===== src/rtl/iob_native_initiator_pkg.sv =====
// Shared types and constants for the IOb native initiator.
package iob_native_initiator_pkg;

   typedef enum logic [1:0] {
      IDLE    = 2'd0,
      REQ     = 2'd1,
      WAIT_RD = 2'd2,
      RSP     = 2'd3
   } state_t;

   // Read data returned when a read times out; sliced to DATA_W.
   localparam logic [1023:0] RD_TO_DATA = '1;

endpackage


===== src/rtl/iob_native_initiator_timer.sv =====
// Timeout counter: clear wins over enable; expired on the limit-th cycle.
module iob_native_initiator_timer #(
   parameter int CNT_W = 11
) (
   input  logic             clk_i,
   input  logic             arst_n_i,
   input  logic             en_i,
   input  logic             clr_i,
   input  logic [CNT_W-1:0] limit_i,
   output logic             expired_o
);

   logic [CNT_W-1:0] cnt_q;

   always_ff @(posedge clk_i or negedge arst_n_i) begin
      if (!arst_n_i) begin
         cnt_q <= '0;
      end else if (clr_i) begin
         cnt_q <= '0;
      end else if (en_i) begin
         cnt_q <= cnt_q + 1'b1;
      end
   end

   assign expired_o = en_i && (cnt_q == limit_i - 1'b1);

endmodule


===== src/rtl/iob_native_initiator.sv =====
// Single-outstanding IOb native initiator bridge.
// Timeout logic enabled with `define IOB_NATIVE_INITIATOR_TIMEOUT_EN.
module iob_native_initiator
   import iob_native_initiator_pkg::*;
#(
   parameter int ADDR_W    = 16,
   parameter int DATA_W    = 32,
   parameter int TO_CYCLES = 1024
) (
   input  logic                clk_i,
   input  logic                arst_n_i,
   input  logic                cke_i,
   input  logic                cmd_valid_i,
   output logic                cmd_ready_o,
   input  logic [ADDR_W-1:0]   cmd_addr_i,
   input  logic [DATA_W-1:0]   cmd_wdata_i,
   input  logic [DATA_W/8-1:0] cmd_wstrb_i,
   output logic                rsp_valid_o,
   input  logic                rsp_ready_i,
   output logic [DATA_W-1:0]   rsp_rdata_o,
   output logic                rsp_err_o,
   output logic                iob_avalid_o,
   output logic [ADDR_W-1:0]   iob_addr_o,
   output logic [DATA_W-1:0]   iob_wdata_o,
   output logic [DATA_W/8-1:0] iob_wstrb_o,
   input  logic                iob_ready_i,
   input  logic [DATA_W-1:0]   iob_rdata_i,
   input  logic                iob_rvalid_i,
   output logic                busy_o,
   output logic                err_o,
   input  logic                err_clr_i
);

   state_t state_q, state_d;
   logic   is_wr;
   logic   lat_en;
   logic   rd_cap;
   logic   to_hit;
   logic   timeout;

   assign is_wr = |iob_wstrb_o;

   always_ff @(posedge clk_i or negedge arst_n_i) begin
      if (!arst_n_i) begin
         state_q <= IDLE;
      end else if (cke_i) begin
         state_q <= state_d;
      end
   end

   always_comb begin
      state_d      = state_q;
      lat_en       = 1'b0;
      rd_cap       = 1'b0;
      to_hit       = 1'b0;
      cmd_ready_o  = 1'b0;
      iob_avalid_o = 1'b0;
      rsp_valid_o  = 1'b0;
      busy_o       = 1'b1;
      unique case (state_q)
         IDLE: begin
            cmd_ready_o = 1'b1;
            busy_o      = 1'b0;
            if (cmd_valid_i) begin
               lat_en  = 1'b1;
               state_d = REQ;
            end
         end
         REQ: begin
            iob_avalid_o = 1'b1;
            if (iob_ready_i) begin
               state_d = is_wr ? IDLE : WAIT_RD;
            end else if (timeout) begin
               to_hit  = 1'b1;
               state_d = is_wr ? IDLE : RSP;
            end
         end
         WAIT_RD: begin
            if (iob_rvalid_i) begin
               rd_cap  = 1'b1;
               state_d = RSP;
            end else if (timeout) begin
               to_hit  = 1'b1;
               state_d = RSP;
            end
         end
         RSP: begin
            rsp_valid_o = 1'b1;
            if (rsp_ready_i) begin
               state_d = IDLE;
            end
         end
         default: state_d = IDLE;
      endcase
   end

   always_ff @(posedge clk_i or negedge arst_n_i) begin
      if (!arst_n_i) begin
         iob_addr_o  <= '0;
         iob_wdata_o <= '0;
         iob_wstrb_o <= '0;
      end else if (cke_i && lat_en) begin
         iob_addr_o  <= cmd_addr_i;
         iob_wdata_o <= cmd_wdata_i;
         iob_wstrb_o <= cmd_wstrb_i;
      end
   end

   // A timed-out write leaves rdata alone; only a read reports it.
   always_ff @(posedge clk_i or negedge arst_n_i) begin
      if (!arst_n_i) begin
         rsp_rdata_o <= '0;
      end else if (cke_i) begin
         if (rd_cap) begin
            rsp_rdata_o <= iob_rdata_i;
         end else if (to_hit && !is_wr) begin
            rsp_rdata_o <= RD_TO_DATA[DATA_W-1:0];
         end
      end
   end

`ifdef IOB_NATIVE_INITIATOR_TIMEOUT_EN
   localparam int CNT_W = $clog2(TO_CYCLES + 1);

   logic tmr_en;
   logic tmr_clr;
   logic rsp_err_q;
   logic err_q;

   assign tmr_en  = cke_i && (state_q == REQ || state_q == WAIT_RD);
   assign tmr_clr = cke_i && (state_d != state_q);

   iob_native_initiator_timer #(
      .CNT_W(CNT_W)
   ) u_timer (
      .clk_i    (clk_i),
      .arst_n_i (arst_n_i),
      .en_i     (tmr_en),
      .clr_i    (tmr_clr),
      .limit_i  (CNT_W'(TO_CYCLES)),
      .expired_o(timeout)
   );

   always_ff @(posedge clk_i or negedge arst_n_i) begin
      if (!arst_n_i) begin
         rsp_err_q <= 1'b0;
         err_q     <= 1'b0;
      end else if (cke_i) begin
         if (rd_cap) begin
            rsp_err_q <= 1'b0;
         end else if (to_hit && !is_wr) begin
            rsp_err_q <= 1'b1;
         end
         if (to_hit) begin
            err_q <= 1'b1;
         end else if (err_clr_i) begin
            err_q <= 1'b0;
         end
      end
   end

   assign rsp_err_o = rsp_err_q;
   assign err_o     = err_q;
`else
   localparam int unused_to_cycles = TO_CYCLES;
   logic unused_err_clr;

   assign unused_err_clr = err_clr_i;
   assign timeout        = 1'b0;
   assign rsp_err_o      = 1'b0;
   assign err_o          = 1'b0;
`endif

endmodule


===== config.mk =====
export PLATFORM = sky130hd
export DESIGN_NAME = iob_native_initiator
export DESIGN_NICKNAME = d
export VERILOG_FILES = /design/src/rtl/iob_native_initiator_pkg.sv /design/src/rtl/iob_native_initiator_timer.sv /design/src/rtl/iob_native_initiator.sv
export SDC_FILE = /design/constraint.sdc
export NUM_CORES = 1
export LEC_CHECK = 0
export ABC_AREA = 0
export BUFFER_PORTS_ARGS = -buffer_cell sky130_fd_sc_hd__buf_2
export CORE_ASPECT_RATIO = 0.6
export CORE_MARGIN = 1
export CORE_UTILIZATION = 25
export CTS_CLUSTER_DIAMETER = 100
export DETAILED_ROUTE_END_ITERATION = 8
export PLACE_DENSITY = 0.52
export REMOVE_ABC_BUFFERS = 1
export SYNTH_ARGS = -nofsm -noshare
export SYNTH_HDL_FRONTEND = slang
export SYNTH_HIERARCHICAL = 1
export SYNTH_SLANG_ARGS = --single-unit

===== constraint.sdc =====
create_clock -name clk_i -period 1.85 [get_ports clk_i]
set_clock_uncertainty 0.2 [all_clocks]
set_input_delay 0.185 -clock clk_i [delete_from_list [all_inputs] [get_ports clk_i]]
set_output_delay 0.185 -clock clk_i [all_outputs]
set_load 0.01 [all_outputs]

==> flow_metrics.py, run 1 <==
metrics = {
    "synthesis": {
        "syn_area_um2": 3540,
        "syn_inst": 199,
        "ys_seq_elements": 86,
        "syn_area_per_cell_um2": 17.8,
        "seq_area_frac_synth_pct": 60.8,
        "yosysWarningCount": 6,
        "synth.distinct_cells": 22,
    },
    "global_routing": {
        "first_global_vias": 2792,
        "groute.usage.overall_pct": 12.3,
        "grt_max_degree": 45,
        "grt_antenna_before_repair": 0,
        "gr-total-overflow": 0,
        "grt_pass1_wl_um": 13800,
    },
    "run": {
        "cap_violations": 0,
    },
    "final_layout": {
        "multiInputGateArea_um2": 1240,
        "areaGrowthSynthToFinish_pct": 64.9,
        "n_antenna_cell": 0,
        "final_area_um2": 5830,
        "seq_area_um2": 2150,
        "nNetsFinal": 567,
        "layout-drive-gt1-share_pct": 58.9,
        "fillers": 1272,
        "finalNonFillerCells": 671,
    },
    "clock_network": {
        "tritoncts": "done",
        "htreeDepth": 3,
        "insertion_delay_ps": 330,
        "cts_hold_buf": 87,
        "root_buffer": "clkbuf_16",
        "clock_sinks": 86,
        "clk_pin_slew_ps": 70,
        "post-cts-setup-buffers": 0,
        "cts_buffer_depth": 2,
        "numCtsBuffers": 9,
        "post_cts_resized": 0,
    },
    "power": {
        "clkPwrFrac_pct": 22.3,
        "vdd_drop_max_uv": 651,
        "p_seq_share_pct": 38.4,
        "comb_power_share_pct": 39.4,
        "p_leak_nw": 2.94,
        "p_int_mw": 5.95,
        "p_switching_mw": 2.62,
        "sw_frac_of_total_pct": 30.5,
        "p_per_area_nw_per_um2": 1470,
    },
    "die": {
        "die_area_um2": 14600,
        "coreArea_um2": 13700,
        "start_util_pct": 25.7,
        "die_h_um": 94.2,
        "fp.dieW_um": 156,
        "io_pins": 182,
        "fp-row-count": 33,
    },
    "drt": {
        "viasPerCell": 3.87,
        "dr.pass1.iters": 4,
        "drc": 0,
        "antenna_left": 0,
        "wirelength_um": 8750,
        "post_drt_wl_per_cell_um": 13.0,
        "drt-initial-drc-count": 65,
        "num_vias": 2600,
    },
    "worst_setup_path": {
        "r2r_slack_ps": 120,
        "critPathCapture": "iob_wdata_o[19]",
        "r2r_cells": 4,
        "critical_path_class": "flop to flop",
        "r2r-end": "iob_wdata_o[19]",
        "cp.required_ps": 1870,
        "critPathArrivalTime_ps": 1750,
        "critPathLaunchType": "flop",
        "crit_fanout": 24,
        "cp-end-kind": "flop",
    },
    "hold_path": {
        "hold_depth": 3,
        "min_from": "iob_rvalid_i",
        "worstHoldPathType": "input port to flop",
    },
    "timing": {
        "drv_slew": 0,
        "hold_viol": 0,
        "setup-violations-final": 0,
        "max_freq_mhz": 577,
        "tns_ps": 0,
        "period_minus_slack_ps": 1730,
        "finalCritPeriodShare_pct": 93.7,
        "rsz0062_at_grt": "no",
        "hold-worst-slack_ps": 33.7,
    },
    "status": {
        "status": "finished clean",
    },
    "place": {
        "hpwl_um": 5510,
        "dpl_cell_area_um2": 4650,
        "place_inst": 569,
        "port_buffers": 178,
        "place_congestion": 0.680,
    },
}
==> cells by family (layout without fill, tap and decap cells) <==
family                 count (synthesis)  count (layout)  synth area share, %
other                                  1               2                0.106
AND/OR/NAND/NOR                       11              11                 1.98
buffers and inverters                 13             292                 4.24
flip-flops                            86              86                 60.8
multiplexers                          85              85                 32.4
AO/OA/AOI/OAI                          3               3                0.495
==> synth_stat cells <==
cell      number  area, um^2
dfrtp_1       86        2150
mux2_4        50         751
mux2_2        25         282
mux2_1        10         113
buf_12         5         100
buf_2          4        20.0
buf_4          2        15.0
nand3_1        2        10.0
nor2_1         2        7.51
a211oi_1       1        7.51
a21oi_1        1        5.00
and2_1         1        6.26
and3_4         1        11.3
buf_6          1        11.3
conb_1         1        3.75
inv_1          1        3.75
nand4b_1       1        8.76
nor2_2         1        6.26
nor2b_1        1        6.26
o21ai_0        1        5.00
or2_2          1        6.26
or4_1          1        7.51
==> placed cells by master, fill, tap and decap left out <==
| master | count |
|---|---|
| dlygate4sd3_1 | 87 |
| mux2_4 | 50 |
| buf_12 | 3 |
| inv_1 | 1 |
| and2_1 | 1 |
| a21oi_1 | 1 |
| and3_4 | 1 |
| a211oi_1 | 1 |
| clkinv_4 | 2 |
| bufinv_16 | 2 |
| or4_1 | 1 |
| buf_4 | 9 |
| nand3_1 | 2 |
| conb_1 | 2 |
| buf_2 | 177 |
| o21ai_0 | 1 |
| nand4b_1 | 1 |
| nor2_1 | 2 |
| nor2b_1 | 1 |
| dfrtp_1 | 86 |
| nor2_2 | 1 |
| mux2_1 | 10 |
| mux2_2 | 25 |
| clkinv_2 | 2 |
| clkbuf_16 | 9 |
| or2_2 | 1 |
==> per-layer routing <==
metal  routed length, um  global-route usage, %  vias to the layer above
li1                    -                      -                     1242
met1                3940                   14.9                     1245
met2                4170                   20.6                      102
met3                 512                   3.83                       11
met4                 128                   4.58                        0
met5                   0                      0                        -
==> worst max-delay path: stages (launching register included) <==
cell,delay [ps]
dfrtp_1,390
nor2_2,180
and3_4,290
buf_12,220
mux2_4,320
==> layout make-up <==
class                           count  share of cell area, %
Clock buffer                        9                   3.86
Tap cell                          192                   4.12
Timing Repair Buffer              276                   32.3
Clock inverter                      6                   1.50
Sequential cell                    86                   36.9
Inverter                            1                 0.0644
Multi-Input combinational cell    101                   21.3
==> flip-flops by register name, summed over array words and instances (netlist names), named ones only <==
name / count
state_q: 1
iob_wstrb_o: 4
iob_addr_o: 16
rsp_rdata_o: 32
iob_wdata_o: 32
==> worst min-delay path by stage <==
stage	to	slack [ps]
global placement	iob_addr_o[1]	-20
global route	state_q[0]	60
floorplan	asynchronous set/reset pin	-310
CTS	state_q[0]	20
finish	state_q[0]	30
detailed placement	iob_addr_o[0]	-20
==> metrics by stage <==
step                power, mW  setup WS, ps  util, %
floorplan                5.13          -580        -
global placement         6.49           146     33.8
detailed placement       6.53           115     33.8
CTS                      8.64           104     42.4
global route             9.08          67.6     42.4
finish                   8.57           116     42.4
==> power groups by stage <==
stage | registers [mW] | logic [mW] | clock network, mW
after floorplan | 3.71 | 1.42 | 0
after global placement | 3.26 | 3.23 | 0
after detailed placement | 3.28 | 3.26 | 0
after CTS | 3.28 | 3.40 | 1.97
after global routing | 3.39 | 3.63 | 2.06
final | 3.29 | 3.37 | 1.91
No activity file was read; power rests on OpenSTA's default activity.
==> inputs of run 2 (changes only) <==
Clock period 1.85 ns to 2.2 ns, I/O delays scaled along.
==> run 2 against run 1 <==
  * Sequential power shrank 16%
  * Global-route usage grew 0.060 points
  * Sequential share of layout area grew 0.18 points
  * Clock power shrank 12%
  * Sequential cell count is the same
  * Highest routed layer unchanged
==> flow_metrics.py, run 2 (synthesis gave the netlist of run 1 again) <==
metrics = {
    "timing": {
        "setup-violations-final": 0,
        "tns_ps": 0,
        "hold_viol": 0,
        "finalCritPeriodShare_pct": 82.6,
        "max_freq_mhz": 550,
        "setup_ws_ps": 383,
        "period_minus_slack_ps": 1820,
        "drv_slew": 0,
        "rsz0062_at_grt": "no",
    },
    "drt": {
        "drc": 0,
        "antenna_left": 0,
        "viasPerCell": 3.89,
        "num_vias": 2576,
        "post_drt_wl_per_cell_um": 12.9,
        "dr.pass1.iters": 4,
        "drt-initial-drc-count": 76,
        "wirelength_um": 8540,
    },
    "clock_network": {
        "post-cts-setup-buffers": 0,
        "insertion_delay_ps": 330,
        "post_cts_resized": 0,
        "clk_pin_slew_ps": 60,
        "cts_buffer_depth": 2,
        "tritoncts": "done",
        "cts_hold_buf": 86,
        "root_buffer": "clkbuf_16",
        "clock_sinks": 86,
        "htreeDepth": 3,
        "numCtsBuffers": 9,
    },
    "worst_setup_path": {
        "cp-end-kind": "flop",
        "critPathArrivalTime_ps": 1830,
        "crit_fanout": 30,
        "cp.required_ps": 2210,
        "critical_path_class": "flop to flop",
        "critPathLaunchType": "flop",
    },
    "place": {
        "hpwl_um": 5440,
        "place_congestion": 0.644,
        "place_inst": 563,
        "dpl_cell_area_um2": 4620,
        "dp_slack_ps": 404,
        "port_buffers": 178,
    },
    "final_layout": {
        "nNetsFinal": 560,
        "layout-drive-gt1-share_pct": 58.2,
        "seq_area_um2": 2150,
        "n_antenna_cell": 0,
        "finalNonFillerCells": 663,
        "areaGrowthSynthToFinish_pct": 64.0,
        "final_cell_mix": "buf_2, dfrtp_1, dlygate4sd3_1",
        "final_common_cell": "buf_2",
        "top_regs": "iob_wdata_o x32, rsp_rdata_o x32, iob_addr_o x16",
        "final_area_um2": 5800,
        "fillers": 1276,
        "multiInputGateArea_um2": 1240,
    },
    "global_routing": {
        "grt_max_degree": 45,
        "grt_pass1_wl_um": 13800,
        "first_global_vias": 2751,
        "gr-total-overflow": 0,
        "groute.usage.overall_pct": 12.4,
        "grt_antenna_before_repair": 0,
    },
    "die": {
        "io_pins": 182,
        "die_h_um": 94.2,
        "start_util_pct": 25.7,
        "fp-row-count": 33,
        "fp.dieW_um": 156,
        "die_area_um2": 14600,
        "coreArea_um2": 13700,
    },
    "power": {
        "p_leak_nw": 2.91,
        "vdd_drop_max_uv": 485,
        "total_power_mw": 7.25,
        "p_per_area_nw_per_um2": 1250,
    },
    "hold_path": {
        "worstHoldPathType": "input port to flop",
    },
    "status": {
        "status": "finished clean",
    },
    "run": {
        "cap_violations": 0,
    },
}
run 2: cell types whose count changed in the layout (fill, tap and decap cells not counted):
cell,before,now
buf_12,3,4
buf_4,9,2
bufinv_16,2,3
clkbuf_1,0,1
clkinv_2,2,0
clkinv_4,2,0
clkinvlp_4,0,1
dlygate4sd3_1,87,86
run 2: worst paths after layout:
| path | from | endpoint | cells past startpoint | slack, ps |
|---|---|---|---|---|
| max | flop | iob_addr_o[15] | 4 | 380 |
| min | rsp_ready_i | flop | 3 | 60 |
| max reg2reg | flop | iob_addr_o[15] | 4 | 380 |
| min reg2reg | iob_wdata_o[30] | iob_wdata_o[30] | 1 | 280 |
| max in group asynchronous | arst_n_i | rsp_rdata_o[12] | 3 | 1090 |
| min in group asynchronous | arst_n_i | iob_addr_o[0] | 2 | 150 |
run 2: critical path, cell delays in order, from the launching register on:
cell	delay, ps
dfrtp_1	450
nor2_2	180
and3_4	240
buf_12	240
mux2_1	350
run 2: per-layer routing:
layer | share of wire (%) | vias up | wire (um) | global-route usage, %
li1 | - | 1222 | - | -
met1 | 46 | 1244 | 3970 | 15.6
met2 | 47 | 104 | 3970 | 20.0
met3 | 5.8 | 6 | 496 | 3.97
met4 | 1.2 | 0 | 104 | 4.41
met5 | 0 | - | 0 | 0
run 2: layout make-up:
cell class,instances,area share [%]
Tap cell,192,4.14
Clock buffer,10,3.94
Clock inverter,4,1.68
Multi-Input combinational cell,101,21.4
Timing Repair Buffer,269,31.7
Inverter,1,0.0647
Sequential cell,86,37.1
run 2: stage by stage:
step                      hold slack (ps)  utilization (%)
after floorplan                      -276                -
after global placement              -42.5             33.6
after detailed placement            -30.7             33.6
after CTS                            42.4             42.2
after global routing                 62.1             42.2
final                                60.3             42.2
run 2: report_power, final:
part | internal, mW | switching [mW]
logic | 1.64 | 1.15
registers | 2.35 | 0.428
clock network | 1.10 | 0.590
total | 5.08 | 2.17
==> inputs of run 3 (changes only) <==
Settings changed: ABC_AREA 0 to 1.
Clock period 2.2 ns to 1.8 ns, I/O delays scaled along.
==> run 3 against run 2 <==
  * Critical path depth is 1 higher
  * Sequential share of layout area hardly changed
  * Worst setup slack worse by 180 ps
  * Sequential power is 15% higher
  * Hold slack worse by 23 ps
  * Sequential cell count stayed put
  * Core utilization hardly changed
  * Final area is 0.11% higher
  * Via count is 27% higher
  * Critical path type unchanged
  * Critical endpoint is now iob_wdata_o[15]
  * Highest routed layer unchanged
==> flow_metrics.py, run 3 <==
metrics = {
    "clock_network": {
        "insertion_delay_ps": 330,
        "htreeDepth": 3,
        "numCtsBuffers": 9,
        "root_buffer": "clkbuf_16",
        "post-cts-setup-buffers": 0,
        "cts_buffer_depth": 2,
        "tritoncts": "done",
        "clk_pin_slew_ps": 60,
        "clock_sinks": 86,
    },
    "die": {
        "start_util_pct": 25.8,
        "die_area_um2": 14700,
        "coreArea_um2": 13700,
        "die_h_um": 94.3,
        "fp-row-count": 33,
        "fp.dieW_um": 156,
        "io_pins": 182,
    },
    "timing": {
        "tns_ps": 0,
        "period_minus_slack_ps": 1600,
        "max_freq_mhz": 626,
        "finalCritPeriodShare_pct": 88.7,
        "setup-violations-final": 0,
        "drv_slew": 0,
        "setup_ws_ps": 203,
        "hold_viol": 0,
        "rsz0062_at_grt": "no",
    },
    "worst_setup_path": {
        "cp-end-kind": "flop",
        "r2r_cells": 5,
        "crit_fanout": 57,
        "crit_path_cell_trace": "nor2_4 > nand3_4 > buf_12 > nand2_1 > o21ai_2",
        "max_stage_delay_ps": 470,
        "critPathArrivalTime_ps": 1610,
        "cp.required_ps": 1810,
        "critical_path_class": "flop to flop",
        "cp_slowest_cell": "dfrtp_1",
        "critPathLaunchType": "flop",
    },
    "hold_path": {
        "hold_depth": 3,
        "worstHoldPathType": "input port to flop",
    },
    "place": {
        "hpwl_um": 6260,
        "port_buffers": 178,
        "dp_slack_ps": 127,
        "place_inst": 748,
        "place_congestion": 0.729,
    },
    "synthesis": {
        "synth_edf_count": 0,
        "netlist.top_cell.by_area": "dfrtp_1",
        "synth_compound_area_share_pct": 13.1,
        "synth_top_family_by_area": "buffers and inverters",
        "ys_seq_elements": 86,
        "syn_inst": 389,
        "synth.distinct_cells": 20,
        "synth_top_area_share_pct": 60.6,
        "synth.most_common_cell": "nand2_1",
        "seq_area_frac_synth_pct": 60.6,
        "yosysWarningCount": 6,
        "syn_area_per_cell_um2": 9.13,
        "synth_area_leaders": "dfrtp_1, nand2_1, inv_1",
        "synthSimpleGateAreaFrac_pct": 12.3,
        "synthTopCellsByCount": "nand2_1, inv_1, dfrtp_1",
        "synth_fa_ha_area_share_pct": 0,
        "ys.flop_type": "dfrtp_1",
        "synthMuxAreaShare_pct": 0,
        "synth_xor_area_share_pct": 0,
        "async_flop_share_pct": 100,
        "syn_area_um2": 3550,
    },
    "global_routing": {
        "grt_pass1_wl_um": 14600,
        "grt_antenna_before_repair": 0,
        "first_global_vias": 3153,
        "groute.usage.overall_pct": 12.8,
        "gr-total-overflow": 0,
        "grt_max_degree": 65,
    },
    "final_layout": {
        "final_cell_mix": "buf_2, nand2_1, inv_1",
        "nNetsFinal": 744,
        "seq_area_um2": 2150,
        "fin_util_pct": 42.3,
        "n_antenna_cell": 0,
        "final_common_cell": "buf_2",
        "fillers": 1347,
        "layout-drive-gt1-share_pct": 32.8,
        "areaGrowthSynthToFinish_pct": 63.6,
        "finalNonFillerCells": 847,
        "multiInputGateArea_um2": 917,
        "top_regs": "iob_wdata_o x32, rsp_rdata_o x32, iob_addr_o x16",
    },
    "drt": {
        "viasPerCell": 3.88,
        "drc": 0,
        "num_vias": 3284,
        "wirelength_um": 9460,
        "dr.pass1.iters": 4,
        "drt-initial-drc-count": 127,
        "antenna_left": 0,
        "post_drt_wl_per_cell_um": 11.2,
    },
    "status": {
        "status": "finished clean",
    },
    "power": {
        "p_per_area_nw_per_um2": 1370,
        "vdd_drop_max_uv": 653,
        "p_leak_nw": 3.29,
        "total_power_mw": 7.99,
    },
    "run": {
        "cap_violations": 0,
    },
}
==> run 3: metrics by stage <==
step	hold WS [ps]	instance area, um^2
global route	27.8	5810
floorplan	-316	3400
CTS	16.5	5810
detailed placement	-40.3	4630
global placement	-44.0	4630
finish	37.5	5810
==> run 3: kinds of logic (layout without fill, tap and decap cells) <==
| group | count (synthesis) | count (layout) |
|---|---|---|
| other | 1 | 2 |
| AO/OA/AOI/OAI | 84 | 84 |
| buffers and inverters | 111 | 376 |
| flip-flops | 86 | 86 |
| AND/OR/NAND/NOR | 107 | 107 |
==> run 3: final cells by class <==
| cell class | count | area share, % |
|---|---|---|
| tap | 192 | 4.13 |
| clock buffer | 10 | 3.94 |
| sequential | 86 | 37.0 |
| inverter | 91 | 5.88 |
| clock inverter | 4 | 1.68 |
| timing repair buffer | 271 | 31.5 |
| multi-input combinational | 193 | 15.8 |
==> run 3: report_power, final <==
group	internal, mW	switching, mW	total [mW]
logic	1.23	1.50	2.73
registers	2.73	0.460	3.19
clock network	1.34	0.730	2.07
==> run 3: worst paths after layout <==
check | from | endpoint | slack (ps)
worst max-delay path | flop | iob_wdata_o[15] | 200
worst min-delay path | cmd_valid_i | iob_wdata_o[12] | 40
worst max register to register | flop | iob_wdata_o[15] | 200
worst min register to register | iob_wdata_o[18] | iob_wdata_o[18] | 280
max in group asynchronous | arst_n_i | rsp_rdata_o[3] | 670
min in group asynchronous | arst_n_i | state_q[0] | 150
==> run 3: worst max-delay path: cells and delay by family (launching register included) <==
kind                   cells  cell delay, ps
AO/OA/AOI/OAI              1              50
buffers and inverters      1             240
flip-flops                 1             470
AND/OR/NAND/NOR            3             480
==> run 3: layer usage <==
layer	track usage [%]	part of all wire [%]	vias to the layer above
li1	-	-	1687
met1	15.7	46	1457
met2	20.2	44	131
met3	5.63	9.4	9
met4	4.41	1.1	0
met5	0	0	-
==> run 3: timing repair <==
action,CTS,global route
hold endpoints to repair,139,0
hold buffers,85,0
endpoints found under the setup margin,0,1
resized for setup,0,1
